`config.mk`:
```
export PLATFORM = sky130hd
export DESIGN_NAME = cronos_ctrl
export DESIGN_NICKNAME = d
export VERILOG_FILES = /design/src/rtl/cronos_ctrl.sv
export SDC_FILE = /design/constraint.sdc
export NUM_CORES = 1
export LEC_CHECK = 0
export CORE_AREA = 8 8 94 96
export DETAILED_ROUTE_END_ITERATION = 7
export DIE_AREA = 0 0 102 104
export PLACE_DENSITY = 0.66
export SYNTH_ARGS = -nofsm -noshare
export SYNTH_HDL_FRONTEND = slang
export SYNTH_SLANG_ARGS = --single-unit
```
`constraint.sdc`:
```
create_clock -name osc_clk -period 2.5 [get_ports osc_clk]
set_input_delay 0.5 -clock osc_clk [delete_from_list [all_inputs] [get_ports osc_clk]]
set_output_delay 0.5 -clock osc_clk [all_outputs]
set_load 0.01 [all_outputs]
```
`src/rtl/cronos_ctrl.sv`:
```
// Stopwatch run-control front end: two debounced pushbuttons drive a
// four-state run FSM and a lap-freeze register for the BCD display path.
// Every output is registered in the osc_clk domain.
module cronos_ctrl #(
  parameter int unsigned DEBOUNCE_CYCLES = 500000,
  parameter int unsigned CNT_W           = 20
) (
  input  logic        osc_clk,
  input  logic        reset,
  input  logic        btn_ss,
  input  logic        btn_lap,
  input  logic [15:0] time_bcd,
  output logic        run,
  output logic        clr,
  output logic        frozen,
  output logic [15:0] disp_bcd
);

  // Counter value at which a persistent difference is accepted as a new level.
  localparam logic [CNT_W-1:0] CntLast = CNT_W'(DEBOUNCE_CYCLES - 1);

  localparam logic [1:0] StIdle = 2'd0;
  localparam logic [1:0] StRun  = 2'd1;
  localparam logic [1:0] StLap  = 2'd2;
  localparam logic [1:0] StStop = 2'd3;

  localparam int unsigned NumBtn = 2;
  localparam int unsigned BtnSs  = 0;
  localparam int unsigned BtnLap = 1;

  logic [NumBtn-1:0] btn_raw;
  logic [NumBtn-1:0] sync1_q;
  logic [NumBtn-1:0] sync2_q;
  logic [NumBtn-1:0] stable_q;
  logic [NumBtn-1:0] stable_d;
  logic [NumBtn-1:0] stable_dly_q;
  logic [NumBtn-1:0] press_q;
  logic [CNT_W-1:0]  cnt_q [NumBtn];
  logic [CNT_W-1:0]  cnt_d [NumBtn];

  logic        ss_p;
  logic        lap_p;
  logic [1:0]  state_q;
  logic [1:0]  state_d;
  logic        clr_d;
  logic        run_q;
  logic        clr_q;
  logic        frozen_q;
  logic [15:0] disp_q;
  logic [15:0] disp_d;

  assign btn_raw = {btn_lap, btn_ss};

  // Two-flop synchronizer for both raw buttons.
  always_ff @(posedge osc_clk or negedge reset) begin
    if (!reset) begin
      sync1_q <= '0;
      sync2_q <= '0;
    end else begin
      sync1_q <= btn_raw;
      sync2_q <= sync1_q;
    end
  end

  // Debounce: count consecutive differing samples; any agreeing sample restarts the count.
  always_comb begin
    for (int i = 0; i < NumBtn; i++) begin
      cnt_d[i]    = '0;
      stable_d[i] = stable_q[i];
      if (sync2_q[i] != stable_q[i]) begin
        if (cnt_q[i] == CntLast) begin
          stable_d[i] = ~stable_q[i];
        end else begin
          cnt_d[i] = cnt_q[i] + CNT_W'(1);
        end
      end
    end
  end

  // Debouncer stable levels and counters.
  always_ff @(posedge osc_clk or negedge reset) begin
    if (!reset) begin
      stable_q <= '0;
      cnt_q    <= '{default: '0};
    end else begin
      stable_q <= stable_d;
      cnt_q    <= cnt_d;
    end
  end

  // One-cycle press pulse on each debounced rising edge; releases are ignored.
  always_ff @(posedge osc_clk or negedge reset) begin
    if (!reset) begin
      stable_dly_q <= '0;
      press_q      <= '0;
    end else begin
      stable_dly_q <= stable_q;
      press_q      <= stable_q & ~stable_dly_q;
    end
  end

  assign ss_p  = press_q[BtnSs];
  assign lap_p = press_q[BtnLap];

  // Run-control next state; start/stop has priority over lap/clear.
  always_comb begin
    state_d = state_q;
    clr_d   = 1'b0;
    case (state_q)
      StIdle: begin
        if (ss_p) begin
          state_d = StRun;
        end else if (lap_p) begin
          clr_d = 1'b1;
        end
      end
      StRun: begin
        if (ss_p) begin
          state_d = StStop;
        end else if (lap_p) begin
          state_d = StLap;
        end
      end
      StLap: begin
        if (ss_p) begin
          state_d = StStop;
        end else if (lap_p) begin
          state_d = StRun;
        end
      end
      StStop: begin
        if (ss_p) begin
          state_d = StRun;
        end else if (lap_p) begin
          state_d = StIdle;
          clr_d   = 1'b1;
        end
      end
      default: state_d = StIdle;
    endcase
  end

  // Display: hold only while staying in LAP; entering LAP captures the live value.
  always_comb begin
    if ((state_d == StLap) && (state_q == StLap)) begin
      disp_d = disp_q;
    end else begin
      disp_d = time_bcd;
    end
  end

  // State and registered outputs, decoded from the next state so they move together.
  always_ff @(posedge osc_clk or negedge reset) begin
    if (!reset) begin
      state_q  <= StIdle;
      run_q    <= 1'b0;
      clr_q    <= 1'b0;
      frozen_q <= 1'b0;
      disp_q   <= 16'h0000;
    end else begin
      state_q  <= state_d;
      run_q    <= (state_d == StRun) || (state_d == StLap);
      clr_q    <= clr_d;
      frozen_q <= (state_d == StLap);
      disp_q   <= disp_d;
    end
  end

  assign run      = run_q;
  assign clr      = clr_q;
  assign frozen   = frozen_q;
  assign disp_bcd = disp_q;

endmodule

```
==> summary.md, run 1 <==
| Metric | Value |
|---|---|
| DRC | `0` |
| Grt total ovfl | `0` |
| Clock Skews | `0.008287 ns` |
| CP endpoint kind | `flop` |
| Area Growth Syn to Fin | `23.53%` |
| Top-area cell type share of the netlist area | `0.5487` |
| WL per Instance | `12.94 µm` |
| Sequential cell fraction of total power | `0.492` |
| Sw power | `0.5076 mW` |
| Final ANT Viol Nets | `0` |
| Total power | `2.416 mW` |
| Seq cells post-synth | `71` |
| Delay-heaviest family, CP | `adder cells` |
| Non-Filler Instances | `441` |
| Power per cell area | `604.1 nW/µm²` |
| Minimum clock period | `2.163 ns` |
| Worst skew pair latency | `0.34 ns` |
| Dpl cells | `425` |
| Slew HR | `0.7114` |
| Top cells by area in the synthesized netlist | `dfrtp_1, xnor2_1, mux2_2` |
| CTS max path bufs | `2` |
| DIE AREA | `10610 µm²` |
| Final core occ | `0.5371` |
| Worst setup SP type | `flop` |
| Port bufs | `38` |
| Fin. max-slew vios | `0` |
| Core Area | `7447 µm²` |
| Critical path, cell by cell | `inv_1, ha_1, nor2_1, o21ai_0, nand3b_1, o31ai_1, ha_1, nand2_1, buf_4, mux2_2` |
| CTS Buf Count | `9` |
| Footprint of the multi-input gates | `1396 µm²` |
| Clk pwr share | `0.454` |
| Max IR drop VDD | `346.6 µV` |
| Die Ht | `104 µm` |
| Leading area contributor after synthesis | `dfrtp_1` |
| Period Utilization, post-route | `0.8653` |
| Final Hold Viols | `0` |
| Post-detail-place hpwl | `4.042 mm` |
| Layout cells sized above 1 | `0.1416` |
| DR vias/cell | `4.971` |
| Setup TNS | `0 ns` |
| Vias in the first global route | `2102` |
| Status | `completed` |
| Logic pwr share | `0.054` |
| Routed WL | `5.706 mm` |
| Leakage | `1.641 nW` |
| FILL cells | `692` |
| Antenna violations before repair | `0` |
| Final setup fails | `0` |
| Row count | `32` |
| Most common cell on crit path | `ha_1` |
| Synth unique cells | `40` |
| Clock Pin Slew Worst Setup and Hold Paths | `0.08 ns` |
| CTS tree | `done` |
| Die X | `102 µm` |
| Yosys warnings | `0` |
| Starting Density | `0.4348` |
| CP Max Fanout | `16` |
| Switching Share | `0.2100` |
| Mapped Area | `3238 µm²` |
| Via count | `2192` |
| Syn nets | `312` |
| Buf+Inv Stages, Crit Path | `2` |
| Fmax | `462.3 MHz` |
| Pre-antenna DRT Iters | `4` |
| Final nets | `361` |
| First-pass GRT wire length | `9.818 mm` |
| Root buf cell | `clkbuf_8` |
| Avg Inst Size Synth | `11.36 µm²` |
| RSZ-0062 raised after global routing | `false` |
| Least-Margin Pin Slew | `0.4320 ns` |
| Largest incremental delay on the critical path | `0.39 ns` |
| Io pins | `39` |
| Worst Hold Class | `primary input to async pin` |
| Hold buffers post-CTS | `0` |
| Critical Path RT | `2.72 ns` |
| Worst hold slack | `0.1647 ns` |
| P_int | `1.909 mW` |
| Seq/Total Area, Yosys | `0.5487` |
| Initial DRC count | `84` |
| CTS sink cnt | `71` |
| GRT Total Usage | `0.1153` |
| Crit-path slowest cell | `dfrtp_1` |
| Antenna cell count | `0` |
| Critical path arrival | `2.38 ns` |
| Gate Count Post-Synth | `285` |
| H-tree levels | `3` |
| Type of the worst setup path | `flop to flop` |
| Post-CTS Resized | `0` |
| Max cap viols | `0` |
| Placer congestion estimate | `0.8194` |
| Post-CTS Setup Bufs | `0` |
| Largest net degree at the start of global routing | `72` |
| Sequential cell area | `1777 µm²` |
[layout by cell type (no fill, tap or decap), drive strengths merged, types with 3 or more instances in the layout]
master / Yosys / layout
mux2: 19 / 19
nand3: 14 / 14
nor2: 45 / 45
clkbuf: 1 / 9
nor4: 15 / 15
clkdlybuf4s50: 0 / 37
ha: 7 / 7
a21oi: 5 / 5
bufinv: 0 / 3
inv: 10 / 11
mux2i: 4 / 4
nor2b: 4 / 4
nor3: 9 / 9
nand4: 13 / 13
nand2: 13 / 13
dfrtp: 71 / 71
xnor2: 25 / 25
buf: 3 / 5
xor2: 6 / 6
[power groups by stage]
stage | logic (mW) | registers [mW] | clock network (mW)
6_report | 0.129 | 1.19 | 1.10
5_1_grt | 0.145 | 1.19 | 1.18
4_1_cts | 0.134 | 1.19 | 1.13
3_5_place_dp | 0.134 | 1.21 | 0
3_3_place_gp | 0.132 | 1.21 | 0
2_1_floorplan | 0.0359 | 1.22 | 0
[per-stage QoR]
| step | setup slack (ns) | instance area (µm²) |
|---|---|---|
| 3_5_place_dp | 0.3323 | 3756 |
| 6_report | 0.3368 | 4000 |
| 4_1_cts | 0.3265 | 4000 |
| 3_3_place_gp | 0.4312 | 3756 |
| 5_1_grt | 0.1600 | 4000 |
| 2_1_floorplan | 0.2610 | 3238 |
[sequential cells by signal, summed over array words and instances, names as in the netlist]
| signal | cells |
|---|---|
| cnt_q | 40 |
| run | 1 |
| press_q | 2 |
| state_q | 2 |
| stable_q | 2 |
| clr | 1 |
| frozen | 1 |
| sync1_q | 2 |
| sync2_q | 2 |
| stable_dly_q | 2 |
| disp_bcd | 16 |
[final cells by class]
class / instances / share of cell area
multi-input cells: 200 / 0.3491
clock buffers: 9 / 0.03097
clock inverters: 7 / 0.03003
flip-flops and latches: 71 / 0.4442
repair buffers: 42 / 0.1045
well taps: 102 / 0.03190
inverters: 10 / 0.009384
[synth_stat cells, drive strengths merged]
cell      n
o31ai     1
a21oi     5
and4      2
mux2i     4
or4       1
or3       2
mux2     19
nand4bb   1
inv      10
dfrtp    71
nor2     45
nor4bb    1
nor3b     1
nor2b     4
xnor2    25
ha        7
a21bo     1
clkbuf    1
nor4     15
nand3    14
nor3      9
nand2    13
nand2b    1
o21ai     2
buf       3
nand3b    2
nand4    13
o21bai    2
a211o     1
a21boi    1
xor2      6
a2111oi   2
[logic make-up after synthesis]
kind of cell    share of synthesized area
fa+ha+maj                         0.02705
buf+inv                           0.02009
simple gates                       0.2090
xor+xnor                          0.08385
compound gates                    0.03285
flops                              0.5487
mux                               0.07844
[final timing paths]
check	from	endpoint	slack [ns]	cells after the start
setup reg to reg	state_q[0]$_DFF_PN0_	disp_bcd[4]$_DFFE_PN0N_	0.34	10
max in group asynchronous	reset	disp_bcd[0]$_DFFE_PN0N_	2.04	2
hold / removal	reset	cnt_q[5]$_DFF_PN0_	0.16	2
hold reg to reg	sync1_q[1]$_DFF_PN0_	sync2_q[1]$_DFF_PN0_	0.35	0
setup / recovery	state_q[0]$_DFF_PN0_	disp_bcd[4]$_DFFE_PN0N_	0.34	10
min in group osc_clk	sync1_q[1]$_DFF_PN0_	sync2_q[1]$_DFF_PN0_	0.35	0
[metal layers]
metal / routed length, µm / vias to the layer above / part of all wire / track usage
met1: 2835 / 1045 / 0.50 / 0.1576
met3: 309 / 7 / 0.054 / 0.02677
met2: 2458 / 47 / 0.43 / 0.1626
met4: 102 / 0 / 0.018 / 0.06401
li1: - / 1093 / - / -
met5: 0 / - / 0 / 0
Note: power is estimated with default switching activity, not from simulation.
==> inputs of run 2 (changes only) <==
Settings changed: SLEW_MARGIN set to 25.
==> results of run 2 <==
No change in the layout: final DEF, timing and power equal those of run 1.
==> inputs of run 3 (changes only) <==
Settings changed: CORE_AREA 8 8 94 96 to 5 5 91 93, DIE_AREA 0 0 102 104 to 0 0 96 98.
==> summary.md, run 3 (synthesized netlist as in run 1, its figures left out) <==
| Metric | Value |
|---|---|
| Switching Share | `0.2191 (+0.009094)` |
| Antenna violations before repair | `0 (unchanged)` |
| Clock Pin Slew Worst Setup and Hold Paths | `0.06 ns (-0.02 ns)` |
| Commonest non-fill, non-tap cells in the layout | `dfrtp_1, nor2_1, clkdlybuf4s50_1` |
| Die X | `96 µm (-5.9%)` |
| Power per cell area | `527.2 nW/µm² (-13%)` |
| Minimum clock period | `2.121 ns (-0.04247 ns)` |
| Root buf cell | `clkbuf_8` |
| Period Utilization, post-route | `0.8483 (-0.01699)` |
| CTS Buf Count | `9 (unchanged)` |
| Hold buffers post-CTS | `0 (unchanged)` |
| Logic pwr share | `0.064 (+0.010)` |
| DR vias/cell | `4.945 (-0.51%)` |
| Post-CTS Setup Bufs | `0 (unchanged)` |
| Critical path arrival | `2.33 ns (-0.05 ns)` |
| Status | `completed` |
| Type of the worst setup path | `flop to flop` |
| Grt total ovfl | `0 (unchanged)` |
| Final Hold Viols | `0 (unchanged)` |
| Placer congestion estimate | `0.8200 (about the same)` |
| Slew HR | `0.7081 (-0.003289)` |
| DRC | `0 (unchanged)` |
| Max IR drop VDD | `250.0 µV (-28%)` |
| Row count | `32 (unchanged)` |
| CTS max path bufs | `2 (unchanged)` |
| Vias in the first global route | `2133 (+1.5%)` |
| Clk pwr share | `0.360 (-0.094)` |
| Core Area | `7447 µm² (unchanged)` |
| Leakage | `1.607 nW (-2.1%)` |
| H-tree levels | `3 (unchanged)` |
| Worst Hold Class | `primary input to async pin` |
| Layout cells sized above 1 | `0.1310 (-0.01064)` |
| Antenna cell count | `0 (unchanged)` |
| Setup TNS | `0 ns (unchanged)` |
| Most common cell after layout, fill and taps aside | `dfrtp_1` |
| CP endpoint kind | `flop` |
| Worst skew pair latency | `0.33 ns (about the same)` |
| CP Max Fanout | `16 (unchanged)` |
| Sequential cell fraction of total power | `0.576 (+0.084)` |
| GRT Total Usage | `0.1317 (+0.01633)` |
| Footprint of the multi-input gates | `1396 µm² (unchanged)` |
| Critical Path RT | `2.71 ns (about the same)` |
| Worst setup SP type | `flop` |
| Area Growth Syn to Fin | `21.06%` |
| Worst reg-to-reg path cell count | `10 (unchanged)` |
| Sequential cell area | `1777 µm² (unchanged)` |
| Sw power | `0.4529 mW (-11%)` |
| Largest register FFs | `40 (unchanged)` |
| Initial DRC count | `83 (-1.2%)` |
| Final ANT Viol Nets | `0 (unchanged)` |
| Fmax | `471.5 MHz (+2.0%)` |
| DIE AREA | `9408 µm² (-11%)` |
| Fin worst setup slack | `0.3793 ns (+0.04247 ns)` |
| Worst slack at placement | `0.3611 ns (+0.02883 ns)` |
| Port bufs | `38 (unchanged)` |
| Clock Skews | `0.008633 ns (+0.0003456 ns)` |
| Post-detail-place hpwl | `3.948 mm (-2.3%)` |
| Reg with most FFs | `cnt_q` |
| RSZ-0062 raised after global routing | `false` |
| Pre-antenna DRT Iters | `4 (unchanged)` |
| Final setup fails | `0 (unchanged)` |
| Starting Density | `0.4348 (unchanged)` |
| Largest net degree at the start of global routing | `72 (unchanged)` |
| Die Ht | `98 µm (-5.8%)` |
| Least-Margin Pin Slew | `0.4347 ns (+0.002702 ns)` |
| Post-CTS Resized | `0 (unchanged)` |
| Max cap viols | `0 (unchanged)` |
| Worst hold slack | `0.1877 ns (+0.02297 ns)` |
| Via count | `2166 (-1.2%)` |
| Final nets | `361 (unchanged)` |
| Routed WL | `5.619 mm (-1.5%)` |
| P_int | `1.614 mW (-15%)` |
| First-pass GRT wire length | `9.853 mm (+0.36%)` |
| Fin. max-slew vios | `0 (unchanged)` |
| WL per Instance | `12.83 µm (-0.85%)` |
| CTS tree | `done` |
| Io pins | `39 (unchanged)` |
| FILL cells | `662 (-4.3%)` |
| CTS sink cnt | `71 (unchanged)` |
==> run 3: cell count changes in the layout (fill, tap and decap cells not counted) <==
cell / delta
clkinv_4: -1
buf_4: -1
clkinv_2: +1
bufinv_16: -3
clkinvlp_4: -1
clkbuf_1: +1
clkbuf_8: +1
buf_12: +1
inv_6: -1
==> run 3: path summary, 6_finish.rpt <==
kind                                      startpoint  slack, ns                       to
worst max-delay path            state_q[0]$_DFF_PN0_       0.38  disp_bcd[5]$_DFFE_PN0N_
worst min-delay path                           reset       0.19       cnt_q[0]$_DFF_PN0_
worst max register to register  state_q[0]$_DFF_PN0_       0.38  disp_bcd[5]$_DFFE_PN0N_
worst min register to register  sync1_q[0]$_DFF_PN0_       0.35     sync2_q[0]$_DFF_PN0_
max in group asynchronous                      reset       2.01  disp_bcd[5]$_DFFE_PN0N_
min in group osc_clk            sync1_q[0]$_DFF_PN0_       0.35     sync2_q[0]$_DFF_PN0_
==> run 3: worst max-delay path: stages, from the launching register on <==
cell and delay, ns:
dfrtp_1 0.38, inv_1 0.08, ha_1 0.24, nor2_1 0.16, o21ai_0 0.10, nand3b_1 0.09
o31ai_1 0.09, ha_1 0.20, nand2_1 0.06, buf_4 0.22, mux2_2 0.36
==> run 3: power by group through the flow <==
stage | clock (mW) | sequential [mW] | combinational (mW)
after floorplan | 0 | 1.22 | 0.0359
after global placement | 0 | 1.21 | 0.134
after detailed placement | 0 | 1.21 | 0.136
after CTS | 0.780 | 1.19 | 0.137
after global routing | 0.816 | 1.19 | 0.149
final | 0.743 | 1.19 | 0.133
==> run 3: stage by stage <==
| step | power, mW | instances | util | area (µm²) |
|---|---|---|---|---|
| 2_1_floorplan | 1.253 | 285 | - | 3238 |
| 3_3_place_gp | 1.346 | 425 | 0.5060 | 3769 |
| 3_5_place_dp | 1.349 | 425 | 0.5060 | 3769 |
| 4_1_cts | 2.108 | 438 | 0.5264 | 3920 |
| 5_1_grt | 2.159 | 438 | 0.5264 | 3920 |
| 6_report | 2.067 | 438 | 0.5264 | 3920 |
==> run 3: layer usage <==
layer / GRT usage / vias to the layer above / routed length (µm)
met4: 0.05689 / 0 / 81
li1: - / 1096 / -
met1: 0.1842 / 1025 / 2789
met5: 0 / - / 0
met2: 0.1938 / 40 / 2523
met3: 0.03159 / 5 / 225
==> run 3: area by class of cell <==
type,instances,area share
clock buffers,11,0.03607
well taps,102,0.03256
inverters,10,0.009575
clock inverters,2,0.002553
flip-flops and latches,71,0.4532
repair buffers,42,0.1098
multi-input cells,200,0.3562
==> RTL edit 1, RTL diff (settings of run 1) <==
Add an input register stage for `btn_ss`, `btn_lap` and `time_bcd`, with the module's reset; this delays them by one clock.
--- a/src/rtl/cronos_ctrl.sv
+++ b/src/rtl/cronos_ctrl.sv
@@ -28,6 +28,22 @@
   localparam int unsigned BtnSs  = 0;
   localparam int unsigned BtnLap = 1;
 
+  logic btn_ss_q;
+  logic btn_lap_q;
+  logic [15:0] time_bcd_q;
+
+  always_ff @(posedge osc_clk or negedge reset) begin
+    if (!reset) begin
+      btn_ss_q   <= '0;
+      btn_lap_q  <= '0;
+      time_bcd_q <= '0;
+    end else begin
+      btn_ss_q   <= btn_ss;
+      btn_lap_q  <= btn_lap;
+      time_bcd_q <= time_bcd;
+    end
+  end
+
   logic [NumBtn-1:0] btn_raw;
   logic [NumBtn-1:0] sync1_q;
   logic [NumBtn-1:0] sync2_q;
@@ -49,7 +65,7 @@
   logic [15:0] disp_q;
   logic [15:0] disp_d;
 
-  assign btn_raw = {btn_lap, btn_ss};
+  assign btn_raw = {btn_lap_q, btn_ss_q};
 
   // Two-flop synchronizer for both raw buttons.
   always_ff @(posedge osc_clk or negedge reset) begin
@@ -145,7 +161,7 @@
     if ((state_d == StLap) && (state_q == StLap)) begin
       disp_d = disp_q;
     end else begin
-      disp_d = time_bcd;
+      disp_d = time_bcd_q;
     end
   end
 
Check against the original RTL: not equivalent (Yosys sat finds a counterexample within 4 cycles, from zero or initial values and one cycle with reset low).
==> RTL edit 1 against run 1 <==
- count of clock-buffer cells in the layout up 1
- synthesized area increased by 13%
- sequential share of layout area grew 6.0 points
- global-route usage grew 1.9 points
- sequential cell count is 18 higher
- cell area up 10%
- setup slack worse by 0.017 ns
- power up 9.4%
- routed wire length increased by 10%
- via count rose by 6.9%
- critical endpoint is now disp_bcd[5]
==> RTL edit 1: results (changes against run 1) <==
| Metric | Value |
|---|---|
| DP Wirelength | 4.497 mm (+11%) |
| Least-Margin Pin Slew | 0.4905 ns (+0.05849 ns) |
| Maximum VDD drop | 0.4109 mV (+19%) |
| Arrival time at the worst endpoint | 2.41 ns (+0.03 ns) |
| Leakage | 1.845 nW (+12%) |
| Tightest Hold Check Type | in -> async |
| Router iterations before antenna repair | 4 (unchanged) |
| Via/cell ratio | 5.071 (+2.0%) |
| RD Place Congestion | 0.7716 (-5.8%) |
| Root Driver | clkbuf_8 |
| Starting DRT DRC Count | 58 (-31%) |
| Syn_nets | 330 (+5.8%) |
| Post-Route WL | 6.294 mm (+10%) |
| Cells after synthesis | 303 (+6.3%) |
| Commonest cells in the netlist | dfrtp_1, nor2_1, xnor2_1 |
| Largest net degree at the start of global routing | 53 (-26%) |
| Placed Cells | 446 (+4.9%) |
| DR WL/cell | 13.62 um (+5.3%) |
| Area contributors post-synth | dfrtp_1, xnor2_1, mux2_2, nor2_1, ha_1 |
| Fraction of layout cells with a size suffix above 1 | 14.17% (about the same) |
| Fillers | 643 (-7.1%) |
| Post-layout nets | 382 (+5.8%) |
| Post-DP Area | 4204 sq um (+12%) |
| Status | complete, no violations |
| Most flop-heavy register | cnt_q |
| First-pass GRT wire length | 11.56 mm (+18%) |
RTL edit 1: cell types whose count changed after synthesis, sizes merged, moves of 3 or more:
| cell | run 1 | this run |
|---|---|---|
| dfrtp | 71 | 89 |
| mux2i | 4 | 0 |
| or4 | 1 | 9 |
| o21ai | 2 | 7 |
| inv | 10 | 14 |
| nor4 | 15 | 7 |
| a21oi | 5 | 9 |
| nor2 | 45 | 41 |
| o31ai | 1 | 4 |
| or3 | 2 | 5 |
RTL edit 1: metrics by stage:
stage,hold slack (ns),utilization [%],worst slack (ns),total power [W]
2_1_floorplan,0.2044,-,0.2611,0.001566
3_3_place_gp,0.3322,56.45,0.4323,0.001666
3_5_place_dp,0.3395,56.45,0.3247,0.001670
4_1_cts,0.1093,59.29,0.2939,0.002687
5_1_grt,0.1210,59.29,0.1037,0.002769
6_report,0.1077,59.29,0.3202,0.002643
RTL edit 1: layer usage:
| metal | wire length [um] | vias to the layer above | track usage (%) |
|---|---|---|---|
| li1 | - | 1152 | - |
| met4 | 58 | 0 | 3.148 |
| met1 | 2780 | 1156 | 16.38 |
| met5 | 0 | - | 0 |
| met3 | 210 | 6 | 4.618 |
| met2 | 3244 | 29 | 22.25 |
RTL edit 1: worst paths after layout:
kind,end,slack [ns]
max,disp_bcd[5],0.32
min,cnt_q[16],0.11
max reg2reg,disp_bcd[5],0.32
min reg2reg,sync2_q[0],0.36
max in group asynchronous,disp_bcd[14],1.76
min in group osc_clk,sync2_q[0],0.36
RTL edit 1: power by group:
group	switching (W)	internal (W)
logic	0.0000653	0.0000742
clock network	0.000505	0.000502
registers	0.0000204	0.00148
total	0.000591	0.00205
RTL edit 1: area by class of cell:
type | count | area, sq um | area share (%)
Sequential cell | 89 | 2227 | 50.44
Clock buffer | 10 | 137.6 | 3.117
Inverter | 14 | 52.55 | 1.190
Multi-Input combinational cell | 196 | 1354 | 30.66
Timing Repair Buffer | 45 | 442.9 | 10.03
Clock inverter | 6 | 73.82 | 1.672
Tap cell | 102 | 127.6 | 2.890
RTL edit 1: worst register-to-register path: stages (launching register included):
cell and delay [ns]:
dfrtp_1 0.39, inv_1 0.08, ha_1 0.25, nor2_1 0.16
o21ai_0 0.10, nand3b_1 0.10, o31ai_1 0.10, ha_1 0.20
nand2_1 0.07, buf_4 0.24, mux2_2 0.37
RTL edit 1: cell families (layout without fill, tap and decap cells):
| kind of cell | count (synthesis) | in the layout | synth area share (%) |
|---|---|---|---|
| AOI/OAI and AO/OA | 23 | 23 | 4.451 |
| DFF | 89 | 89 | 60.94 |
| buffers and inverters | 18 | 75 | 2.020 |
| adders and majority gates | 7 | 7 | 2.396 |
| muxes | 18 | 18 | 5.546 |
| and+or+nand+nor | 117 | 117 | 17.22 |
| xor gates and xnor gates | 31 | 31 | 7.429 |
==> RTL edit 2, RTL diff (config.mk and constraints of run 1) <==
Made on the original files. Change the parameter `CNT_W` from 20 to 28.
--- a/src/rtl/cronos_ctrl.sv
+++ b/src/rtl/cronos_ctrl.sv
@@ -3,7 +3,7 @@
 // Every output is registered in the osc_clk domain.
 module cronos_ctrl #(
   parameter int unsigned DEBOUNCE_CYCLES = 500000,
-  parameter int unsigned CNT_W           = 20
+  parameter int unsigned CNT_W           = 28
 ) (
   input  logic        osc_clk,
   input  logic        reset,
Check against the original RTL: same outputs for any inputs over 10 cycles, from zero or initial values and one cycle with reset low; that may be too few to reach the edited logic, so the function may still have changed.
==> RTL edit 2 against run 1 <==
- setup slack got worse by 0.14 ns
- power increased by 8.4%
- synthesized area increased by 30%
- utilization increased by 12 points
- routed wire length increased by 53%
- global-route usage increased by 5.8 points
- synthesized cell count increased by 41%
- cell area increased by 22%
- sequential share of layout area increased by 0.14 points
- count of clock-buffer cells in the layout increased by 3
- sequential cell count increased by 16
==> RTL edit 2: results (changes against run 1) <==
| Metric | Value |
|---|---|
| Status | complete, no violations |
| Post-Synth Adder-Cell Area | 2.077% (-0.63 points) |
| Met1 GRT Util | 24.00% (+8.2 points) |
| Syn_nets | 429 (+38%) |
| Register area | 2177 sq um (+23%) |
| DR WL met3 | 496 um (+61%) |
| Share of the synthesized area in the top cell type | 51.63% (-3.2 points) |
| Arrival time at the worst endpoint | 2.54 ns (+0.16 ns) |
| Maximum VDD drop | 0.3102 mV (-11%) |
| GRT Overall Usage | 17.34% (+5.8 points) |
| Leakage | 1.956 nW (+19%) |
| Cells after synthesis | 402 (+41%) |
| Max reg flops | 56 (+40%) |
| Post-layout nets | 465 (+29%) |
| Starting DRT DRC Count | 126 (+50%) |
| R2r endpoint | disp_bcd[12] |
| Vias | 3,225 (+47%) |
| Non-CTS buffers | 43 (+2.4%) |
| Area contributors post-synth | dfrtp_1, mux2_2, a21oi_1, or4_1, nor2_1 |
| Placed Cells | 529 (+24%) |
| Wl on met1 | 4.122 mm (+45%) |
| Xor and xnor area share after synthesis | 5.401% (-3.0 points) |
| Via/cell ratio | 5.917 (+19%) |
| First-pass GRT wire length | 14.89 mm (+52%) |
| DP Worst Slack | 0.1822 ns (-0.1500 ns) |
| Sw Share | 21.27% (+0.26 points) |
| Post-Route WL | 8.703 mm (+53%) |
| Compound-Gate Fraction of Synth Area | 9.733% (+6.4 points) |
| Fillers | 625 (-9.7%) |
| Post-DP Area | 4681 sq um (+25%) |
| Global routing usage on met2 | 25.17% (+8.9 points) |
| RD Place Congestion | 0.7917 (-3.4%) |
==> RTL edit 2: cell types whose count changed after synthesis, moves of 8 or more <==
| cell | run 1 | this run |
|---|---|---|
| nor2_1 | 45 | 36 |
| xnor2_1 | 25 | 13 |
| dfrtp_1 | 71 | 87 |
| a21oi_1 | 5 | 29 |
| nand2_1 | 13 | 21 |
| o31ai_1 | 1 | 16 |
| or3_1 | 2 | 13 |
| or4_1 | 0 | 19 |
| o21ai_0 | 2 | 11 |
==> RTL edit 2: power groups by stage <==
| stage | Clock, W | Sequential (W) | Combinational (W) |
|---|---|---|---|
| global route | 0.00112 | 0.00145 | 0.000157 |
| detailed placement | 0 | 0.00148 | 0.000143 |
| CTS | 0.00106 | 0.00145 | 0.000145 |
| global placement | 0 | 0.00148 | 0.000142 |
| floorplan | 0 | 0.00148 | 0.0000425 |
| finish | 0.00103 | 0.00145 | 0.000140 |
